--- src/rtl/lmem_arbiter.sv ---
// Two-client arbiter for the layer memory: CONV engine (0) and host readout (1).
// Build option LMEM_ARB_RR_EN makes the IDLE tie-break round-robin instead of fixed priority to requester 0.
//
// state | meaning
// IDLE  | no owner, hold_cnt parked at 0
// OWN0  | CONV engine owns the memory port
// OWN1  | host readout owns the memory port
module lmem_arbiter #(
    parameter int MAX_HOLD = 64,
    parameter int ADDR_W   = 12,
    parameter int DATA_W   = 20
) (
    input  logic              clk,
    input  logic              reset,

    input  logic              req0_req,
    input  logic              req0_lock,
    input  logic              req0_wr,
    input  logic [2:0]        req0_sel,
    input  logic [ADDR_W-1:0] req0_addr,
    input  logic [DATA_W-1:0] req0_wdata,

    input  logic              req1_req,
    input  logic              req1_lock,
    input  logic              req1_wr,
    input  logic [2:0]        req1_sel,
    input  logic [ADDR_W-1:0] req1_addr,
    input  logic [DATA_W-1:0] req1_wdata,

    output logic              gnt0,
    output logic              rvalid0,
    output logic [DATA_W-1:0] rdata0,
    output logic              gnt1,
    output logic              rvalid1,
    output logic [DATA_W-1:0] rdata1,

    output logic              cwr,
    output logic              crd,
    output logic [2:0]        csel,
    output logic [ADDR_W-1:0] caddr_wr,
    output logic [ADDR_W-1:0] caddr_rd,
    output logic [DATA_W-1:0] cdata_wr,
    input  logic [DATA_W-1:0] cdata_rd
);

    typedef enum logic [1:0] {
        IDLE = 2'd0,
        OWN0 = 2'd1,
        OWN1 = 2'd2
    } state_t;

    localparam int              HW        = (MAX_HOLD > 1) ? $clog2(MAX_HOLD) : 1;
    localparam logic [HW-1:0]   HOLD_LAST = HW'(MAX_HOLD - 1);

    state_t            state;
    state_t            state_nxt;
    logic [HW-1:0]     hold_cnt;
    logic [HW-1:0]     hold_cnt_nxt;

    logic              acc0;
    logic              acc1;
    logic              acc;
    logic              acc_wr;
    logic [2:0]        acc_sel;
    logic [ADDR_W-1:0] acc_addr;
    logic [DATA_W-1:0] acc_wdata;
    logic              tie_pick1;
    logic              rd_tag;

    assign gnt0 = (state == OWN0);
    assign gnt1 = (state == OWN1);

    assign acc0 = gnt0 && req0_req;
    assign acc1 = gnt1 && req1_req;
    assign acc  = acc0 || acc1;

    assign acc_wr    = acc1 ? req1_wr    : req0_wr;
    assign acc_sel   = acc1 ? req1_sel   : req0_sel;
    assign acc_addr  = acc1 ? req1_addr  : req0_addr;
    assign acc_wdata = acc1 ? req1_wdata : req0_wdata;

`ifdef LMEM_ARB_RR_EN
    // last_gnt starts at 1 so requester 0 is favoured on the first tie after reset.
    logic last_gnt;

    assign tie_pick1 = ~last_gnt;

    always_ff @(posedge clk or posedge reset) begin
        if (reset) begin
            last_gnt <= 1'b1;
        end else if (state_nxt == OWN0) begin
            last_gnt <= 1'b0;
        end else if (state_nxt == OWN1) begin
            last_gnt <= 1'b1;
        end
    end
`else
    assign tie_pick1 = 1'b0;
`endif

    always_ff @(posedge clk or posedge reset) begin
        if (reset) begin
            state    <= IDLE;
            hold_cnt <= '0;
        end else begin
            state    <= state_nxt;
            hold_cnt <= hold_cnt_nxt;
        end
    end

    always_comb begin
        state_nxt = state;
        case (state)
            IDLE: begin
                if (req0_req && req1_req) begin
                    state_nxt = tie_pick1 ? OWN1 : OWN0;
                end else if (req0_req) begin
                    state_nxt = OWN0;
                end else if (req1_req) begin
                    state_nxt = OWN1;
                end
            end
            OWN0: begin
                if (!req0_req && !req0_lock) begin
                    state_nxt = req1_req ? OWN1 : IDLE;
                end else if (!req0_lock && req1_req && acc0 && (hold_cnt == HOLD_LAST)) begin
                    state_nxt = OWN1;
                end
            end
            OWN1: begin
                if (!req1_req && !req1_lock) begin
                    state_nxt = req0_req ? OWN0 : IDLE;
                end else if (!req1_lock && req0_req && acc1 && (hold_cnt == HOLD_LAST)) begin
                    state_nxt = OWN0;
                end
            end
            default: state_nxt = IDLE;
        endcase
    end

    // Counts commands of the current tenure; saturates so a locked owner never wraps.
    always_comb begin
        hold_cnt_nxt = hold_cnt;
        if ((state == IDLE) || (state_nxt != state)) begin
            hold_cnt_nxt = '0;
        end else if (acc && (hold_cnt != HOLD_LAST)) begin
            hold_cnt_nxt = hold_cnt + 1'b1;
        end
    end

    always_ff @(posedge clk or posedge reset) begin
        if (reset) begin
            cwr      <= 1'b0;
            crd      <= 1'b0;
            csel     <= '0;
            caddr_wr <= '0;
            caddr_rd <= '0;
            cdata_wr <= '0;
            rd_tag   <= 1'b0;
        end else begin
            cwr <= acc && acc_wr;
            crd <= acc && !acc_wr;
            if (acc) begin
                csel   <= acc_sel;
                rd_tag <= acc1;
            end
            if (acc && acc_wr) begin
                caddr_wr <= acc_addr;
                cdata_wr <= acc_wdata;
            end
            if (acc && !acc_wr) begin
                caddr_rd <= acc_addr;
            end
        end
    end

    // Read return is steered by the tag captured at issue, not by the current owner.
    always_ff @(posedge clk or posedge reset) begin
        if (reset) begin
            rvalid0 <= 1'b0;
            rvalid1 <= 1'b0;
            rdata0  <= '0;
            rdata1  <= '0;
        end else begin
            rvalid0 <= crd && !rd_tag;
            rvalid1 <= crd && rd_tag;
            if (crd && !rd_tag) begin
                rdata0 <= cdata_rd;
            end
            if (crd && rd_tag) begin
                rdata1 <= cdata_rd;
            end
        end
    end

endmodule

--- config.mk ---
export PLATFORM = sky130hd
export DESIGN_NAME = lmem_arbiter
export DESIGN_NICKNAME = d
export VERILOG_FILES = /design/src/rtl/lmem_arbiter.sv
export SDC_FILE = /design/constraint.sdc
export NUM_CORES = 1
export LEC_CHECK = 0
export ABC_AREA = 1
export ABC_CLOCK_PERIOD_IN_PS = 8600
export BUFFER_PORTS_ARGS = -buffer_cell sky130_fd_sc_hd__buf_2
export CORE_MARGIN = 5
export CORE_UTILIZATION = 51
export DETAILED_ROUTE_END_ITERATION = 10
export GPL_TIMING_DRIVEN = 0
export HOLD_SLACK_MARGIN = 0.1
export PLACE_DENSITY = 0.95
export SYNTH_ARGS = -nofsm -noshare
export SYNTH_HDL_FRONTEND = slang
export SYNTH_SLANG_ARGS = --single-unit
--- constraint.sdc ---
create_clock -name clk -period 8.6 [get_ports clk]
set_clock_uncertainty 0.05 [all_clocks]
set_input_delay 0.86 -clock clk [delete_from_list [all_inputs] [get_ports clk]]
set_output_delay 0.86 -clock clk [all_outputs]
set_load 0.02 [all_outputs]
==> metrics.cfg <==
[drt]
route.met3.wl_um = 1060
routed_wl_um = 12700
drt_iter0_drc = 170
vias_per_cell = 4.94
drc = 0
first_pass_iters = 4
vias = 4294
route.top_layer_used = met4
ant_nets = 0
wire_per_inst_um = 14.6
wl_met1_um = 5350
wl_met2_um = 6100

[sta]
fin_tns_setup_ns = 0
final.period_utilization_pct = 24.8
worstMarginPinSlew_ns = 0.610
hold_viol = 0
timing.fmax_mhz = 469
slew_headroom_pct = 59.3
setup_viol = 0
layout_min_cycle_time_ns = 2.13
rsz0062_at_grt = no
slew_viol_final = 0

[floorplan]
core_area_sq_mm = 0.00864
die_y_um = 104
rows = 34
initial_core_util_pct = 51.7
die_w_um = 104
io_pins = 191
die_area_sq_mm = 0.0107

[grt]
grt_usage_pct = 23.7
grt_pass1_wl_um = 21100
grt_pass1_vias = 4248
grt_overflow = 0
antenna_found_initial = 0
grt_start_max_net_pins = 52

[placement]
portBuffers = 190
gp_congestion = 0.843
hpwl_um = 9750

[clocking]
htreeDepth = 3
ctsResizeCount = 0
cts-root-buf = clkbuf_8
clk_latency_ns = 0.36
cts_buffers = 9
post-cts-setup-buffers = 0
clock-sinks = 100
clockBufferDepth = 2
ctsHoldBuffers = 0
cts_tree = yes
path_clk_slew_ns = 0.10

[final_layout]
drive_gt1_share_pct = 30.4
area_growth_syn_to_layout_pct = 29.1
final_core_util_pct = 66.8
antenna_cells = 0
layout.nets = 856

[yosys]
yosys_warnings = 0
synthTopCellsByArea = dfrtp_1, nand2_1, o21ai_0, inv_1, o21ai_1
synth_top_area_cell = dfrtp_1
seq_area_frac_synth_pct = 56.0
synthDistinctLibCells = 26
syn_nets = 654
netlist_instances = 555
synth_top_area_share_pct = 56.0
synth_area_sq_mm = 0.00447
ys_seq_elements = 100
synth_area_per_cell_sq_um = 8.05

[run]
cap_violations = 0

[critical_path]
worstReg2RegStart = state[0]
path_cells = nor2_1, buf_2
critPathKind = reg2out
cp_max_fo = 7
reg2reg_depth = 8
cp-startpoint = state[1]
cp.required_ns = 7.69
r2r_slack_ns = 6.89
cp-end-kind = primary output
r2r_end = caddr_rd[1]
arrival_ns = 1.22
start_kind = flip-flop
crit_end = gnt0
critPathSlowestCell = dfrtp_1
cpPeakStageDelay_ns = 0.48

[power_and_ir_drop]
leakagePower_uw = 0.00335
cellPowerDensity_mw_per_mm2 = 356
vdd_drop_max_uv = 144
totalPowerFinal_uw = 2060

[hold_path]
hold_path_class = reg2reg

[run_status]
status = completed

## worst min-delay path by stage
stage / depth (start not counted) / start / end / slack, ns
after global routing: 2 / rdata0[2] / rdata0[2] / 0.48
final: 2 / csel[2] / csel[2] / 0.44
after floorplan: 2 / rd_tag / rd_tag / 0.48
after global placement: 2 / caddr_rd[5] / caddr_rd[5] / 0.41
after detailed placement: 2 / csel[2] / csel[2] / 0.42
after CTS: 2 / csel[2] / csel[2] / 0.44
## cells in the mapped netlist
cell and count:
inv_2 1, o21bai_1 1, xnor2_1 1, o21ai_1 29, o21ai_0 62, clkbuf_1 8, dfrtp_1 100, nand2_2 2
buf_6 5, nand3_4 1, buf_4 3, ha_1 1, o211ai_1 1, nand3_1 13, xor2_1 1, inv_1 69
buf_1 1, a21oi_1 1, nand2_1 225, nor2_2 1, inv_4 1, buf_2 8, nor2_1 17, clkinv_4 1
a21oi_2 1, nand2_4 1
## per-layer routing
metal / GRT usage (%) / vias up
met5: 0 / -
met4: 5.72 / 0
met3: 5.66 / 15
met2: 39.0 / 201
met1: 31.7 / 1972
li1: - / 2106
## power by group
group | switching [uW] | internal, uW
clock network | 170 | 112
logic | 655 | 316
registers | 120 | 684
total | 945 | 1110
## flip-flops by register name, summed over array words and instances (netlist names)
| signal | cells |
|---|---|
| rdata1 | 20 |
| cdata_wr | 20 |
| crd | 1 |
| cwr | 1 |
| csel | 3 |
| state | 2 |
| rd_tag | 1 |
| hold_cnt | 6 |
| rvalid0 | 1 |
| rvalid1 | 1 |
| rdata0 | 20 |
| caddr_wr | 12 |
| caddr_rd | 12 |
## cells by family (layout without fill, tap and decap cells)
logic type / after synthesis / count (layout) / synth area share [%]
DFF: 100 / 100 / 56.0
xor gates and xnor gates: 2 / 2 / 0.392
adders and majority gates: 1 / 1 / 0.280
and+or+nand+nor: 260 / 260 / 22.9
AOI/OAI and AO/OA: 95 / 95 / 10.8
buffers and inverters: 97 / 304 / 9.63
## cells in the final DEF (no fill, tap or decap), types with 2 or more instances in the layout
master / synthesis / final
clkbuf_1: 8 / 9
nand2_2: 2 / 2
dfrtp_1: 100 / 100
nand2_1: 225 / 225
inv_8: 0 / 2
nor2_1: 17 / 17
nand3_1: 13 / 13
inv_6: 0 / 2
o21ai_0: 62 / 62
o21ai_1: 29 / 29
inv_1: 69 / 68
clkbuf_8: 0 / 9
inv_4: 1 / 2
buf_2: 8 / 198
buf_6: 5 / 5
buf_4: 3 / 3
clkinv_4: 1 / 2
## cell type report
cell class / count / area (sq um)
fillers: 718 / 2870
well taps: 108 / 135
multi-input cells: 358 / 1540
repair buffers: 191 / 978
inverters: 72 / 280
plain buffers: 25 / 153
clock inverters: 6 / 56.3
flip-flops and latches: 100 / 2500
clock buffers: 10 / 128
## worst max-delay path, delay by kind of cell, from the launching register on
| kind | cells | cell delay, ns |
|---|---|---|
| DFF | 1 | 0.48 |
| buffers and inverters | 1 | 0.19 |
| and+or+nand+nor | 1 | 0.19 |
## per-stage QoR
step	setup WS, ns	cells	hold WS [ns]	instance area, sq um
after floorplan	5.07	555	0.478	4470
after global placement	3.99	853	0.409	5550
after detailed placement	6.40	854	0.419	5580
after CTS	6.47	870	0.442	5770
after global routing	6.37	870	0.476	5770
final	6.47	870	0.442	5770
Power figures use the tool's default switching activity.
